==> src/rtl/store_buffer.sv <==
// rtl/store_buffer.sv - store FIFO draining to RAM with youngest-match load forwarding
//
// Purpose: queues CPU stores and writes them to the RAM write port one word per
// cycle. Loads are answered from the youngest queued store to the same address,
// or from the RAM read port when nothing in the queue matches.
//
// Ports:
//   clock, reset          clock; asynchronous active-high reset
//   st_valid/st_adr/
//   st_value/st_ready     store push handshake (push when st_valid && st_ready)
//   ld_adr/ld_value       combinational load lookup
//   hold                  pauses draining while high
//   empty/count           occupancy status (registered state only)
//   wadr/wvalue/wenable   RAM write port (RAM samples on negedge)
//   radr/rvalue           RAM combinational read port
module store_buffer #(
   parameter int DEPTH = 4
) (
   input  logic                     clock,
   input  logic                     reset,
   input  logic                     st_valid,
   input  logic [0:31]              st_adr,
   input  logic [0:31]              st_value,
   output logic                     st_ready,
   input  logic [0:31]              ld_adr,
   output logic [0:31]              ld_value,
   input  logic                     hold,
   output logic                     empty,
   output logic [$clog2(DEPTH):0]   count,
   output logic [0:31]              wadr,
   output logic [0:31]              wvalue,
   output logic                     wenable,
   output logic [0:31]              radr,
   input  logic [0:31]              rvalue
);

   localparam int AW = $clog2(DEPTH);
   localparam logic [AW:0] FULL = (AW+1)'(DEPTH);

   logic [AW-1:0] head_q, head_d;
   logic [AW-1:0] tail_q, tail_d;
   logic [AW:0]   count_q, count_d;

   // Entry storage carries no reset: occupancy alone decides which entries are live.
   logic [0:31] mem_adr_q [DEPTH];
   logic [0:31] mem_val_q [DEPTH];

   logic push;
   logic pop;

   assign empty    = (count_q == '0);
   assign st_ready = (count_q != FULL);
   assign count    = count_q;
   assign push     = st_valid && st_ready;
   assign pop      = !empty && !hold;
   assign wenable  = pop;
   assign wadr     = empty ? 32'h0 : mem_adr_q[head_q];
   assign wvalue   = empty ? 32'h0 : mem_val_q[head_q];
   assign radr     = ld_adr;

   always_comb begin
      head_d  = head_q;
      tail_d  = tail_q;
      count_d = count_q;
      if (pop) begin
         head_d = head_q + 1'b1;
      end
      if (push) begin
         tail_d = tail_q + 1'b1;
      end
      case ({push, pop})
         2'b10:   count_d = count_q + 1'b1;
         2'b01:   count_d = count_q - 1'b1;
         default: count_d = count_q;
      endcase
   end

   // Walk occupied entries oldest to youngest; later hits overwrite earlier ones,
   // so the youngest matching store wins. The head entry being drained still counts.
   always_comb begin
      logic          hit;
      logic [0:31]   fwd;
      logic [AW-1:0] idx;
      hit = 1'b0;
      fwd = 32'h0;
      idx = '0;
      for (int i = 0; i < DEPTH; i++) begin
         idx = head_q + AW'(i);
         if (((AW+1)'(i) < count_q) && (mem_adr_q[idx] == ld_adr)) begin
            hit = 1'b1;
            fwd = mem_val_q[idx];
         end
      end
      ld_value = hit ? fwd : rvalue;
   end

   always_ff @(posedge clock or posedge reset) begin
      if (reset) begin
         head_q  <= '0;
         tail_q  <= '0;
         count_q <= '0;
      end else begin
         head_q  <= head_d;
         tail_q  <= tail_d;
         count_q <= count_d;
      end
   end

   always_ff @(posedge clock) begin
      if (push) begin
         mem_adr_q[tail_q] <= st_adr;
         mem_val_q[tail_q] <= st_value;
      end
   end

endmodule

==> config.mk <==
export PLATFORM = sky130hd
export DESIGN_NAME = store_buffer
export DESIGN_NICKNAME = d
export VERILOG_FILES = /design/src/rtl/store_buffer.sv
export SDC_FILE = /design/constraint.sdc
export NUM_CORES = 1
export LEC_CHECK = 0
export ABC_AREA = 1
export CAP_MARGIN = 30
export CELL_PAD_IN_SITES_DETAIL_PLACEMENT = 0
export CELL_PAD_IN_SITES_GLOBAL_PLACEMENT = 1
export CORE_MARGIN = 2
export CORE_UTILIZATION = 35
export DETAILED_ROUTE_END_ITERATION = 8
export HOLD_SLACK_MARGIN = 0.12
export PLACE_DENSITY_LB_ADDON = 0.1
export RECOVER_POWER = 100
export SYNTH_ARGS = -nofsm -noshare
export SYNTH_HDL_FRONTEND = slang
export SYNTH_SLANG_ARGS = --single-unit
==> constraint.sdc <==
create_clock -name clock -period 13.04 [get_ports clock]
set_input_delay 3.26 -clock clock [delete_from_list [all_inputs] [get_ports clock]]
set_output_delay 3.26 -clock clock [all_outputs]
set_load 0.1 [all_outputs]
# [Yosys cells after proc, flatten, opt, wreduce, memory -nomap -nowiden]
# Memories as Yosys holds them, arrays and structs flattened.
# Index checks and enable logic that the tools add are counted.
[totals] ff_bits=7 ramBits=256 input_bits=132 word_cells=46 mem_count=2
[classes] add_sub_neg=6 magnitude_cmp=4 n_eq_ne=7 n_mux=14 n_reduce_logical=10
[memory_table] memory="mem_adr_q" depth=4 word_bits=32 rd=4 rd_ports_with_merged_regs=0 wr=1 line_no="45" text="logic [0:31] mem_adr_q [DEPTH];"
[memory_table] memory="mem_val_q" depth=4 word_bits=32 rd=4 rd_ports_with_merged_regs=0 wr=1 line_no="46" text="logic [0:31] mem_val_q [DEPTH];"
[op_table] cell="32-bit two-way mux" n=7
[op_table] cell="32-bit equality test" n=4
[op_table] cell="1-bit logical AND" n=6
[op_table] cell="1-bit by 3-bit less-than comparator with 1-bit output, first input constant" n=2
[op_table] cell="2-bit by 3-bit less-than comparator with 1-bit output, first input constant" n=2
[op_table] cell="1-bit two-way mux" n=6
[op_table] cell="3-bit one-hot mux with 2 select lines" n=1
[op_table] cell="2-bit by 1-bit adder with 2-bit output, second input constant" n=2
[op_table] cell="2-bit adder, second input constant" n=2
[op_table] cell="3-bit by 1-bit adder with 3-bit output, second input constant" n=1
[op_table] cell="3-bit zero test" n=1
[op_table] cell="3-bit inequality test, second input constant" n=1
[op_table] cell="3-bit by 1-bit subtractor with 3-bit output, second input constant" n=1
[op_table] cell="2-bit by 1-bit equality test with 1-bit output, second input constant" n=1
[op_table] cell="2-bit equality test, second input constant" n=1
[op_table] cell="1-bit zero test" n=2
[op_table] cell="2-bit nonzero test" n=1

# [Depth between registers and ports, before layout]
# Gate-level depths: netlist of the first run.
# An unclocked memory read counts as a cell.
[depth] depth_word=8 ltp_mapped=24 ltp_nobuf=20

# [Worst setup path before layout of the first run]
# Ideal clock, no wire load.
[synth_timing] kind="input-to-output" from="input port ld_adr[31] (netlist name)" to="output port ld_value[11] (netlist name)" arrival_time_ns=5.855 required_time_ns=9.780 slack_ns=3.925 path_stages=14 path_buffers=1 path_cell_list="inv_1 -> nand3_1 -> nand2_1 -> nor2_1 -> nand2_1 -> inv_1 -> nand3_1 -> nor2_1 -> nand3_1 -> nand2_2 -> nor2_4 -> buf_2 -> nor2_1 -> a21oi_1"
[synth_between] elab_chain_len=7 elab_cells_between_ends=17 classes_between="eq/ne: 4; mux: 9; reduce/logical: 4"
[synth_rtl] item="start, declared" line_no="25" text="input logic [0:31] ld_adr,"
[synth_rtl] item="32-bit equality test" line_no="89" text="if (((AW+1)'(i) < count_q) && (mem_adr_q[idx] == ld_adr)) begin"
[synth_rtl] item="1-bit logical AND" line_no="89"
[synth_rtl] item="32-bit two-way mux / 1-bit two-way mux (equally long branches) (4 in a row)" line_no="89"
[synth_rtl] item="32-bit two-way mux *" line_no="94" text="ld_value = hit ? fwd : rvalue;"
[synth_rtl] item="end, declared" line_no="26" text="output logic [0:31] ld_value,"
# Every way passes the cells marked *; elsewhere a longest branch is shown, timed or not.

# [Final worst setup path of the first run]
[layout_timing] from="input port ld_adr[11] (netlist name)" to="output port ld_value[19] (netlist name)"
# Same word-level chain as after synthesis.

==> impl_metrics.xml, run 1 <==
<?xml version="1.0" encoding="UTF-8"?>
<metrics>
  <group name="run_status">
    <metric name="run_status" unit="">finished, violations left</metric>
    <metric name="violations_in_the_final_reports" unit="">max-capacitance violations, max-slew violations</metric>
  </group>
  <group name="synthesis">
    <metric name="synth_top_family_by_area" unit="">simple AND/OR/NAND/NOR gates</metric>
    <metric name="post_synthesis_async_set_or_reset_flop_share" unit="%">2.66</metric>
    <metric name="ys_seq_elements" unit="">263</metric>
    <metric name="synth.net_count" unit="">2887</metric>
    <metric name="count_of_warnings_emitted_by_yosys" unit="">0</metric>
    <metric name="yosys.area_share.adder" unit="%">0.605</metric>
    <metric name="syn-cell-area" unit="mm²">0.0186</metric>
    <metric name="synth.area.top_cells" unit="">sky130_fd_sc_hd__edfxtp_1 (41%), sky130_fd_sc_hd__nand2_1 (23%), sky130_fd_sc_hd__nand3_1 (8.4%)</metric>
    <metric name="synthFlopType" unit="">sky130_fd_sc_hd__edfxtp_1</metric>
    <metric name="netlist.top_cell.by_area" unit="">sky130_fd_sc_hd__edfxtp_1</metric>
    <metric name="synth_sequential_area_ratio" unit="%">42.2</metric>
    <metric name="xor_xnor_fraction_of_synth_area" unit="%">0.800</metric>
    <metric name="synth-compound-area-share" unit="%">9.55</metric>
    <metric name="synth-simple-area-share" unit="%">37.4</metric>
    <metric name="post_synth_most_frequent_cells" unit="">sky130_fd_sc_hd__nand2_1 (1152), sky130_fd_sc_hd__nand3_1 (313), sky130_fd_sc_hd__edfxtp_1 (256)</metric>
    <metric name="mux_contribution_to_synthesized_area" unit="%">0</metric>
    <metric name="avgSynthCellArea" unit="µm²">6.78</metric>
    <metric name="synth_enable_flop_cells" unit="">256</metric>
    <metric name="postSynthCellCount" unit="">2746</metric>
    <metric name="most_numerous_cell_in_the_yosys_netlist" unit="">sky130_fd_sc_hd__nand2_1</metric>
    <metric name="netlist.area_leader.share" unit="%">41.3</metric>
    <metric name="ys_types" unit="">30</metric>
  </group>
  <group name="sta">
    <metric name="worst_clock_skew" unit="ps">17.0</metric>
    <metric name="report.final.setup_viol" unit="">0</metric>
    <metric name="fin_ws" unit="ps">2140</metric>
    <metric name="rsz0062_at_grt" unit="">false</metric>
    <metric name="timing_worst_slew_pin_value" unit="ps">3670</metric>
    <metric name="final-hold-violation-count" unit="">0</metric>
    <metric name="period_needed" unit="ps">10900</metric>
    <metric name="ratio_of_final_minimum_period_to_clock_period" unit="%">83.6</metric>
    <metric name="timing.fmax" unit="MHz">91.7</metric>
    <metric name="setup_total_negative_slack" unit="ps">0</metric>
    <metric name="final-max-slew-violation-count" unit="">296</metric>
    <metric name="slew_headroom" unit="%">-145</metric>
  </group>
  <group name="floorplanning">
    <metric name="die_height" unit="µm">235</metric>
    <metric name="io-pin-count" unit="">266</metric>
    <metric name="floorplan.die_area" unit="mm²">0.0551</metric>
    <metric name="design.core.area" unit="mm²">0.0526</metric>
    <metric name="fp_rows" unit="">84</metric>
    <metric name="effective_utilization_at_floorplan" unit="%">35.4</metric>
    <metric name="die_width" unit="µm">235</metric>
  </group>
  <group name="flow_run">
    <metric name="max_cap_viol_count" unit="">9</metric>
  </group>
  <group name="place">
    <metric name="gpl.final_weighted_congestion" unit="">0.906</metric>
    <metric name="placedCellCount" unit="">3543</metric>
    <metric name="placement.io_buffers" unit="">265</metric>
    <metric name="placed_area" unit="mm²">0.0215</metric>
    <metric name="hpwlAfterDp" unit="mm">47.3</metric>
    <metric name="post_place_setup_slack" unit="ps">2170</metric>
  </group>
  <group name="cells_and_area">
    <metric name="fillCellCount" unit="">5371</metric>
    <metric name="multi_input_area" unit="mm²">0.00900</metric>
    <metric name="fin_cells" unit="">3607</metric>
    <metric name="final_layout_size_suffix_gt1_share" unit="%">3.09</metric>
    <metric name="sequential_cell_area" unit="mm²">0.00787</metric>
    <metric name="syn_to_final_growth" unit="%">20.7</metric>
    <metric name="post_layout_instance_area" unit="mm²">0.0225</metric>
    <metric name="fin_nets" unit="">3034</metric>
  </group>
  <group name="setup_path">
    <metric name="r2r_start" unit="">count[0]$_DFFE_PP0P_</metric>
    <metric name="critPathKind" unit="">in -&gt; out</metric>
    <metric name="r2r.worst_path.cells" unit="">6</metric>
    <metric name="cp-endpoint" unit="">ld_value[19]</metric>
    <metric name="critical_path.endpoint_type" unit="">primary output</metric>
    <metric name="cp_slowest_cell" unit="">sky130_fd_sc_hd__dlygate4sd3_1</metric>
    <metric name="cp-startpoint" unit="">ld_adr[11]</metric>
    <metric name="reg2reg_setup_slack" unit="ps">6710</metric>
    <metric name="timing.rr.end" unit="">mem_adr_q[0][31]$_DFFE_PP_</metric>
    <metric name="timing.critical_path.max_delay_family" unit="">buffers and inverters</metric>
    <metric name="worstPathBufferInverterCount" unit="">4</metric>
    <metric name="crit_chain" unit="">clkdlybuf4s50_1 -&gt; inv_1 -&gt; nand3_1 -&gt; nand2_1 -&gt; nand3_1 -&gt; nor3_2 -&gt; nand3_2 -&gt; nand2_1 -&gt; nor2_4 -&gt; buf_4 -&gt; nand2_1 -&gt; nand2_1 -&gt; dlygate4sd3_1</metric>
    <metric name="cp.depth" unit="">13</metric>
    <metric name="slowest_delay" unit="ps">1190</metric>
    <metric name="critPathArrivalTime" unit="ps">7640</metric>
    <metric name="crit_path_max_fanout" unit="">24</metric>
    <metric name="crit_required" unit="ps">9780</metric>
    <metric name="cp-start-kind" unit="">primary input</metric>
    <metric name="critical_path.most_common_cell" unit="">sky130_fd_sc_hd__nand2_1</metric>
  </group>
  <group name="global_route">
    <metric name="most_congested_layer_reported_by_global_routing" unit="">met2</metric>
    <metric name="number_of_global_route_vias_before_repair" unit="">17200</metric>
    <metric name="use_met2" unit="%">41.5</metric>
    <metric name="met3_usage" unit="%">3.69</metric>
    <metric name="grt_start_max_net_pins" unit="">214</metric>
    <metric name="grtUsageTotal" unit="%">24.4</metric>
    <metric name="met1_usage" unit="%">32.3</metric>
    <metric name="total_congestion_overflow_after_global_routing" unit="">0</metric>
    <metric name="grt_pass1_wl" unit="mm">104</metric>
    <metric name="antenna_found_initial" unit="">10</metric>
  </group>
  <group name="clocking">
    <metric name="clkLatencyLatePin" unit="ps">550</metric>
    <metric name="cts_htree_levels" unit="">2</metric>
    <metric name="ctsResizeCount" unit="">0</metric>
    <metric name="cts-buffers-inserted" unit="">36</metric>
    <metric name="cts_setup_buffers" unit="">0</metric>
    <metric name="clock_sink_count" unit="">263</metric>
    <metric name="cts_hold_buffers" unit="">0</metric>
    <metric name="clock_path_buffers" unit="">3</metric>
    <metric name="clock_tree.root_cell" unit="">sky130_fd_sc_hd__clkbuf_16</metric>
    <metric name="clk_pin_slew_worst_paths" unit="ps">50</metric>
    <metric name="tritoncts_clock_tree" unit="">yes</metric>
  </group>
  <group name="route">
    <metric name="wirelength" unit="mm">68.8</metric>
    <metric name="final_antenna_net_count" unit="">0</metric>
    <metric name="drt_first_iter_violations" unit="">1515</metric>
    <metric name="drt_first_pass_iters" unit="">6</metric>
    <metric name="wire_per_inst" unit="µm">19.1</metric>
    <metric name="vias" unit="">18400</metric>
    <metric name="remaining_drcs" unit="">0</metric>
    <metric name="vias_per_cell" unit="">5.11</metric>
  </group>
  <group name="worst_hold_path">
    <metric name="timing.hold.worst.class" unit="">reg -&gt; reg</metric>
    <metric name="hold_path_depth" unit="">2</metric>
  </group>
</metrics>
==> sequential cells by signal, summed over array words and instances (netlist names) <==
register and cells:
mem_adr_q 128, tail_q 2, head_q 2, mem_val_q 128, count 3
==> metrics by stage <==
step / hold slack [ps] / utilization [%]
floorplan: 557 / -
global placement: 575 / 40.7
detailed placement: 573 / 40.9
CTS: 588 / 42.9
global route: 622 / 42.7
finish: 583 / 42.8
==> layout by cell type (no fill, tap or decap), drive strengths merged <==
cell,n
nand2,1156
nand3,315
edfxtp,256
o21ai,248
nor2,244
inv,201
dlygate4sd3,197
clkdlybuf4s50,68
a21oi,61
clkbuf,50
a31oi,24
buf,23
xor2,15
clkinv,12
o211ai,11
ha,9
nand4,8
dfrtp,7
nor3,4
diode,3
or2,2
xnor2,2
clkinvlp,2
bufinv,1
==> worst reg2reg max path, stage by stage, from the launching register on <==
cell                       delay, ps
sky130_fd_sc_hd__dfrtp_1         470
sky130_fd_sc_hd__inv_1           120
sky130_fd_sc_hd__ha_1            230
sky130_fd_sc_hd__nand2_1          70
sky130_fd_sc_hd__nand2_1         200
sky130_fd_sc_hd__nor2_1         2000
sky130_fd_sc_hd__clkbuf_1       2740
==> cell families after synthesis <==
family,after synthesis
and+or+nand+nor,1729
adders and majority gates,9
xor gates and xnor gates,17
AOI/OAI and AO/OA,344
DFF,263
buffers and inverters,384
==> layer usage <==
metal | wire [µm] | share of wire (%)
met1 | 30400 | 44
met2 | 32800 | 48
met3 | 4010 | 5.8
met4 | 1520 | 2.2
met5 | 42 | 0.061
==> final cells by class <==
class	instances	share of cell area [%]
diodes	3	0.0334
clock buffers	45	4.16
clock inverters	16	0.523
inverters	200	3.36
multi-input cells	2099	40.1
flip-flops and latches	263	35.0
well taps	688	3.83
repair buffers	293	13.0
==> worst min path at each step <==
stage	start	endpoint	slack [ps]
finish	count[1]$_DFFE_PP0P_	count[1]$_DFFE_PP0P_	580
global route	count[1]$_DFFE_PP0P_	count[1]$_DFFE_PP0P_	620
CTS	count[1]$_DFFE_PP0P_	count[1]$_DFFE_PP0P_	590
detailed placement	count[1]$_DFFE_PP0P_	count[1]$_DFFE_PP0P_	570
global placement	tail_q[1]$_DFFE_PP0P_	tail_q[1]$_DFFE_PP0P_	570
floorplan	tail_q[1]$_DFFE_PP0P_	tail_q[1]$_DFFE_PP0P_	560
Power of run 1 is left out: the tool's default activity adds up to more than one toggle a clock period on the data nets, which glitch-free logic cannot reach.
==> run 2: changes to the inputs <==
clock period = 10.64 ns   (was 13.04 ns; I/O delays follow)
==> run 2 against run 1 <==
Effect of this change:
- the flow still finishes with violations (max-capacitance violations, max-slew violations)
- critical path depth up 6
- worst setup slack worse by 690 ps
- first-iteration DRC count down 3.1%
- worst hold slack worse by 5.3 ps
- global-route usage down 0.49 points
- critical endpoint is now ld_value[11]
- highest routed layer unchanged
==> impl_metrics.xml, run 2 (synthesis gave the netlist of run 1 again) <==
<?xml version="1.0" encoding="UTF-8"?>
<metrics>
  <group name="run_status">
    <metric name="violations_in_the_final_reports" unit="">max-capacitance violations, max-slew violations</metric>
    <metric name="run_status" unit="">finished, violations left</metric>
  </group>
  <group name="clocking">
    <metric name="clock_tree.root_cell" unit="">sky130_fd_sc_hd__clkbuf_16</metric>
    <metric name="clock_sink_count" unit="">263</metric>
    <metric name="clock_path_buffers" unit="">3</metric>
    <metric name="ctsResizeCount" unit="">0</metric>
    <metric name="cts-buffers-inserted" unit="">35</metric>
    <metric name="clk_pin_slew_worst_paths" unit="ps">60</metric>
    <metric name="cts_htree_levels" unit="">2</metric>
    <metric name="cts_hold_buffers" unit="">0</metric>
    <metric name="clkLatencyLatePin" unit="ps">560</metric>
    <metric name="tritoncts_clock_tree" unit="">yes</metric>
    <metric name="cts_setup_buffers" unit="">0</metric>
  </group>
  <group name="cells_and_area">
    <metric name="fin_nets" unit="">3033</metric>
    <metric name="fillCellCount" unit="">5441</metric>
    <metric name="syn_to_final_growth" unit="%">20.5</metric>
    <metric name="fin_cells" unit="">3615</metric>
    <metric name="final_util" unit="%">42.7</metric>
    <metric name="final_layout_size_suffix_gt1_share" unit="%">4.32</metric>
    <metric name="mostFrequentLayoutCell" unit="">sky130_fd_sc_hd__nand2_1</metric>
    <metric name="most_frequent_cells_in_the_layout" unit="">sky130_fd_sc_hd__nand2_1 (1152), sky130_fd_sc_hd__nand3_1 (313), sky130_fd_sc_hd__edfxtp_1 (256), sky130_fd_sc_hd__nor2_1 (240), sky130_fd_sc_hd__o21ai_0 (233)</metric>
  </group>
  <group name="sta">
    <metric name="worst_clock_skew" unit="ps">14.3</metric>
    <metric name="report.final.setup_viol" unit="">0</metric>
    <metric name="final-max-slew-violation-count" unit="">259</metric>
    <metric name="timing.fmax" unit="MHz">109</metric>
    <metric name="timing_worst_slew_pin_value" unit="ps">4050</metric>
    <metric name="rsz0062_at_grt" unit="">false</metric>
    <metric name="ratio_of_final_minimum_period_to_clock_period" unit="%">86.4</metric>
    <metric name="slew_headroom" unit="%">-170</metric>
    <metric name="period_needed" unit="ps">9200</metric>
    <metric name="setup_total_negative_slack" unit="ps">0</metric>
    <metric name="fin_ws" unit="ps">1440</metric>
    <metric name="final-hold-violation-count" unit="">0</metric>
  </group>
  <group name="setup_path">
    <metric name="crit_path_max_fanout" unit="">174</metric>
    <metric name="crit_chain" unit="">buf_4 -&gt; buf_12 -&gt; nand2_1 -&gt; nand3_1 -&gt; nand2_1 -&gt; nand2_1 -&gt; o21ai_1 -&gt; nor2_1 -&gt; nand2_1 -&gt; nor2_1 -&gt; nand3_1 -&gt; nor2_2 -&gt; inv_1 -&gt; nand2_1 -&gt; nor2_4 -&gt; inv_1 -&gt; nor2_1 -&gt; a21oi_1 -&gt; buf_4</metric>
    <metric name="critPathArrivalTime" unit="ps">6540</metric>
    <metric name="critical_path.endpoint_type" unit="">primary output</metric>
    <metric name="cp_slowest_cell" unit="">sky130_fd_sc_hd__dfrtp_1</metric>
    <metric name="slowest_delay" unit="ps">1050</metric>
    <metric name="critical_path.most_common_cell" unit="">sky130_fd_sc_hd__nand2_1</metric>
    <metric name="crit_required" unit="ps">7980</metric>
    <metric name="critPathKind" unit="">reg -&gt; out</metric>
    <metric name="cp-start-kind" unit="">flip-flop</metric>
  </group>
  <group name="floorplanning">
    <metric name="die_height" unit="µm">235</metric>
    <metric name="die_width" unit="µm">235</metric>
    <metric name="io-pin-count" unit="">266</metric>
    <metric name="effective_utilization_at_floorplan" unit="%">35.4</metric>
    <metric name="fp_rows" unit="">84</metric>
    <metric name="design.core.area" unit="mm²">0.0526</metric>
    <metric name="floorplan.die_area" unit="mm²">0.0551</metric>
  </group>
  <group name="place">
    <metric name="gpl.final_weighted_congestion" unit="">0.876</metric>
    <metric name="placement.io_buffers" unit="">265</metric>
    <metric name="post_place_setup_slack" unit="ps">1740</metric>
    <metric name="placedCellCount" unit="">3541</metric>
    <metric name="hpwlAfterDp" unit="mm">46.7</metric>
  </group>
  <group name="route">
    <metric name="wirelength" unit="mm">67.4</metric>
    <metric name="final_antenna_net_count" unit="">0</metric>
    <metric name="vias_per_cell" unit="">5.07</metric>
    <metric name="drt_first_iter_violations" unit="">1468</metric>
    <metric name="vias" unit="">18300</metric>
    <metric name="drt_first_pass_iters" unit="">6</metric>
    <metric name="wire_per_inst" unit="µm">18.6</metric>
    <metric name="remaining_drcs" unit="">0</metric>
  </group>
  <group name="global_route">
    <metric name="number_of_global_route_vias_before_repair" unit="">17200</metric>
    <metric name="total_congestion_overflow_after_global_routing" unit="">0</metric>
    <metric name="grt_start_max_net_pins" unit="">175</metric>
    <metric name="antenna_found_initial" unit="">12</metric>
    <metric name="grtUsageTotal" unit="%">23.9</metric>
    <metric name="grt_pass1_wl" unit="mm">101</metric>
  </group>
  <group name="worst_hold_path">
    <metric name="timing.hold.worst.class" unit="">reg -&gt; reg</metric>
  </group>
  <group name="flow_run">
    <metric name="max_cap_viol_count" unit="">8</metric>
  </group>
</metrics>
run 2: area by class of cell:
class | count | area [µm²] | share of cell area [%]
Clock buffer | 43 | 927 | 4.13
Inverter | 200 | 756 | 3.37
Tap cell | 688 | 861 | 3.84
Antenna cell | 8 | 20.0 | 0.0892
Sequential cell | 263 | 7870 | 35.1
Timing Repair Buffer | 293 | 2840 | 12.6
Multi-Input combinational cell | 2099 | 9000 | 40.1
Clock inverter | 21 | 170 | 0.758
run 2: final timing paths:
check | start | endpoint | slack (ps) | cells after the start
max in group asynchronous | reset | head_q[1]$_DFFE_PP0P_ | 7890 | 2
min reg2reg | count[1]$_DFFE_PP0P_ | count[1]$_DFFE_PP0P_ | 580 | 2
max | head_q[0]$_DFFE_PP0P_ | ld_value[11] | 1440 | 19
max reg2reg | count[0]$_DFFE_PP0P_ | mem_val_q[2][7]$_DFFE_PP_ | 4230 | 7
min | count[1]$_DFFE_PP0P_ | count[1]$_DFFE_PP0P_ | 580 | 2
min in group asynchronous | reset | head_q[1]$_DFFE_PP0P_ | 2490 | 2
run 2: metrics by stage:
| stage | cell area (µm²) | hold WS, ps |
|---|---|---|
| after CTS | 22400 | 585 |
| after global routing | 22400 | 648 |
| after detailed placement | 21300 | 568 |
| after global placement | 21300 | 567 |
| after floorplan | 18600 | 557 |
| final | 22400 | 578 |
run 2: worst max-delay path, delay by kind of cell (launching register included):
family | cells | cell delay [ps]
AO/OA/AOI/OAI | 2 | 320
buffers and inverters | 5 | 2400
flip-flops | 1 | 1050
AND/OR/NAND/NOR | 12 | 2110
run 2: metal layers:
layer / GRT usage [%] / routed length (µm) / vias to the layer above
met2: 39.6 / 31300 / 528
met5: 0 / 55 / -
met4: 8.50 / 2000 / 8
li1: - / - / 9203
met3: 3.81 / 3910 / 105
met1: 31.5 / 30100 / 8470
Power of run 2 is left out for the same reason.
==> run 3: changes to the inputs <==
REMOVE_ABC_BUFFERS = 1   (was not set)
==> run 3 against run 2 <==
Effect of this change:
- register-to-register slack barely moved
- flip-flop and latch count stayed put
- global-route usage down 0.40 points
- the flow still finishes with violations (max-capacitance violations, max-slew violations)
- highest routed layer unchanged
- final area rose by 0.92%
- worst hold slack gained 20 ps
- core utilization grew 0.39 points
- final cell count is 0.11% lower
- critical endpoint is now ld_value[24]
- maximum frequency fell by 3.6%
- critical path type unchanged
- first-iteration DRC count decreased by 17%
==> impl_metrics.xml, run 3 (synthesis gave the netlist of run 1 again) <==
<?xml version="1.0" encoding="UTF-8"?>
<metrics>
  <group name="setup_path">
    <metric name="critPathArrivalTime" unit="ps">6880</metric>
    <metric name="cp-startpoint" unit="">head_q[1]$_DFFE_PP0P_</metric>
    <metric name="critPathKind" unit="">reg -&gt; out</metric>
    <metric name="crit_required" unit="ps">7980</metric>
    <metric name="cp-endpoint" unit="">ld_value[24]</metric>
    <metric name="reg2reg_setup_slack" unit="ps">4240</metric>
    <metric name="crit_path_max_fanout" unit="">63</metric>
    <metric name="r2r.worst_path.cells" unit="">6</metric>
    <metric name="cp-start-kind" unit="">flip-flop</metric>
    <metric name="timing.rr.end" unit="">mem_adr_q[1][8]$_DFFE_PP_</metric>
    <metric name="r2r_start" unit="">count[0]$_DFFE_PP0P_</metric>
    <metric name="critical_path.endpoint_type" unit="">primary output</metric>
  </group>
  <group name="floorplanning">
    <metric name="floorplan.die_area" unit="mm²">0.0551</metric>
    <metric name="die_height" unit="µm">235</metric>
    <metric name="effective_utilization_at_floorplan" unit="%">35.4</metric>
    <metric name="fp_rows" unit="">84</metric>
    <metric name="die_width" unit="µm">235</metric>
    <metric name="io-pin-count" unit="">266</metric>
    <metric name="design.core.area" unit="mm²">0.0526</metric>
  </group>
  <group name="route">
    <metric name="vias" unit="">18200</metric>
    <metric name="wirelength" unit="mm">66.2</metric>
    <metric name="drt_first_iter_violations" unit="">1216</metric>
    <metric name="final_antenna_net_count" unit="">0</metric>
    <metric name="remaining_drcs" unit="">0</metric>
    <metric name="vias_per_cell" unit="">5.05</metric>
    <metric name="drt_first_pass_iters" unit="">6</metric>
    <metric name="wire_per_inst" unit="µm">18.3</metric>
  </group>
  <group name="global_route">
    <metric name="most_congested_layer_reported_by_global_routing" unit="">met2</metric>
    <metric name="total_congestion_overflow_after_global_routing" unit="">0</metric>
    <metric name="number_of_global_route_vias_before_repair" unit="">16700</metric>
    <metric name="use_met2" unit="%">39.8</metric>
    <metric name="antenna_found_initial" unit="">8</metric>
    <metric name="met1_usage" unit="%">30.0</metric>
    <metric name="grt_start_max_net_pins" unit="">210</metric>
    <metric name="met3_usage" unit="%">3.49</metric>
    <metric name="grtUsageTotal" unit="%">23.5</metric>
    <metric name="grt_pass1_wl" unit="mm">99.3</metric>
  </group>
  <group name="cells_and_area">
    <metric name="fin_nets" unit="">3034</metric>
    <metric name="fin_cells" unit="">3611</metric>
    <metric name="sequential_cell_area" unit="mm²">0.00787</metric>
    <metric name="multi_input_area" unit="mm²">0.00902</metric>
    <metric name="mostFrequentLayoutCell" unit="">sky130_fd_sc_hd__nand2_1</metric>
    <metric name="fillCellCount" unit="">5418</metric>
    <metric name="syn_to_final_growth" unit="%">21.6</metric>
    <metric name="most_frequent_cells_in_the_layout" unit="">sky130_fd_sc_hd__nand2_1 (1152), sky130_fd_sc_hd__nand3_1 (312), sky130_fd_sc_hd__edfxtp_1 (256), sky130_fd_sc_hd__nor2_1 (239), sky130_fd_sc_hd__o21ai_0 (233)</metric>
    <metric name="final_layout_size_suffix_gt1_share" unit="%">4.21</metric>
  </group>
  <group name="clocking">
    <metric name="clk_pin_slew_worst_paths" unit="ps">50</metric>
    <metric name="cts_setup_buffers" unit="">0</metric>
    <metric name="tritoncts_clock_tree" unit="">yes</metric>
    <metric name="clock_sink_count" unit="">263</metric>
    <metric name="cts_hold_buffers" unit="">0</metric>
    <metric name="cts-buffers-inserted" unit="">36</metric>
    <metric name="clock_tree.root_cell" unit="">sky130_fd_sc_hd__clkbuf_16</metric>
    <metric name="cts_htree_levels" unit="">2</metric>
    <metric name="clock_path_buffers" unit="">3</metric>
    <metric name="clkLatencyLatePin" unit="ps">560</metric>
    <metric name="ctsResizeCount" unit="">0</metric>
  </group>
  <group name="place">
    <metric name="gpl.final_weighted_congestion" unit="">0.840</metric>
    <metric name="placedCellCount" unit="">3543</metric>
    <metric name="placement.io_buffers" unit="">265</metric>
    <metric name="hpwlAfterDp" unit="mm">45.4</metric>
  </group>
  <group name="run_status">
    <metric name="run_status" unit="">finished, violations left</metric>
    <metric name="violations_in_the_final_reports" unit="">max-capacitance violations, max-slew violations</metric>
  </group>
  <group name="sta">
    <metric name="final-max-slew-violation-count" unit="">267</metric>
    <metric name="final-hold-violation-count" unit="">0</metric>
    <metric name="timing.fmax" unit="MHz">105</metric>
    <metric name="slew_headroom" unit="%">-167</metric>
    <metric name="rsz0062_at_grt" unit="">false</metric>
    <metric name="ratio_of_final_minimum_period_to_clock_period" unit="%">89.7</metric>
    <metric name="timing_worst_slew_pin_value" unit="ps">4010</metric>
    <metric name="period_needed" unit="ps">9540</metric>
    <metric name="worst_clock_skew" unit="ps">22.2</metric>
    <metric name="report.final.setup_viol" unit="">0</metric>
  </group>
  <group name="flow_run">
    <metric name="max_cap_viol_count" unit="">8</metric>
  </group>
  <group name="worst_hold_path">
    <metric name="timing.hold.worst.class" unit="">reg -&gt; reg</metric>
  </group>
</metrics>
## run 3: per-layer routing
metal	vias to the layer above	wire, µm	share of wire [%]
met4	8	2460	3.7
met2	551	31400	48
li1	9193	-	-
met3	125	3770	5.7
met5	-	49	0.074
met1	8357	28500	43
## run 3: through the flow
stage	hold slack, ps	util (%)	setup slack, ps	area, µm²	setup TNS, ps
6_report	598	43.1	1100	22600	0
5_1_grt	653	43.1	603	22600	0
4_1_cts	593	43.2	1540	22700	0
3_5_place_dp	580	41.2	1740	21600	0
3_3_place_gp	564	41.0	1720	21600	0
2_1_floorplan	557	-	-4590	17600	-170610
## run 3: worst min path at each step
stage	from	endpoint	slack, ps	cells past startpoint
6_report	tail_q[1]$_DFFE_PP0P_	tail_q[1]$_DFFE_PP0P_	600	2
5_1_grt	tail_q[1]$_DFFE_PP0P_	tail_q[1]$_DFFE_PP0P_	650	2
4_1_cts	count[1]$_DFFE_PP0P_	count[1]$_DFFE_PP0P_	590	2
3_5_place_dp	count[1]$_DFFE_PP0P_	count[1]$_DFFE_PP0P_	580	2
3_3_place_gp	count[1]$_DFFE_PP0P_	count[1]$_DFFE_PP0P_	560	2
2_1_floorplan	tail_q[1]$_DFFE_PP0P_	tail_q[1]$_DFFE_PP0P_	560	2
## run 3: layout make-up
| class | count | area share, % |
|---|---|---|
| multi-input cells | 2099 | 39.8 |
| flip-flops and latches | 263 | 34.7 |
| repair buffers | 293 | 13.5 |
| clock buffers | 45 | 4.31 |
| well taps | 688 | 3.80 |
| inverters | 200 | 3.34 |
| clock inverters | 19 | 0.425 |
| diodes | 4 | 0.0442 |
## run 3: critical path, cell delays in order, from the launching register on
cell and delay (ps):
sky130_fd_sc_hd__dfrtp_4 740, sky130_fd_sc_hd__inv_4 710, sky130_fd_sc_hd__nand2_1 140, sky130_fd_sc_hd__nand2_2 960
sky130_fd_sc_hd__buf_4 510, sky130_fd_sc_hd__nand2_1 130, sky130_fd_sc_hd__nand2_1 80, sky130_fd_sc_hd__nand2_1 50
sky130_fd_sc_hd__nand2_1 80, sky130_fd_sc_hd__nand2_1 90, sky130_fd_sc_hd__nor2_1 260, sky130_fd_sc_hd__nand2_1 100
sky130_fd_sc_hd__nor2_2 90, sky130_fd_sc_hd__buf_4 330, sky130_fd_sc_hd__nand3_2 470, sky130_fd_sc_hd__nand2_2 240
sky130_fd_sc_hd__nor2_4 50, sky130_fd_sc_hd__inv_1 620, sky130_fd_sc_hd__nor2_1 100, sky130_fd_sc_hd__a21oi_1 290
sky130_fd_sc_hd__buf_12 220
Power of run 3 is left out for the same reason.
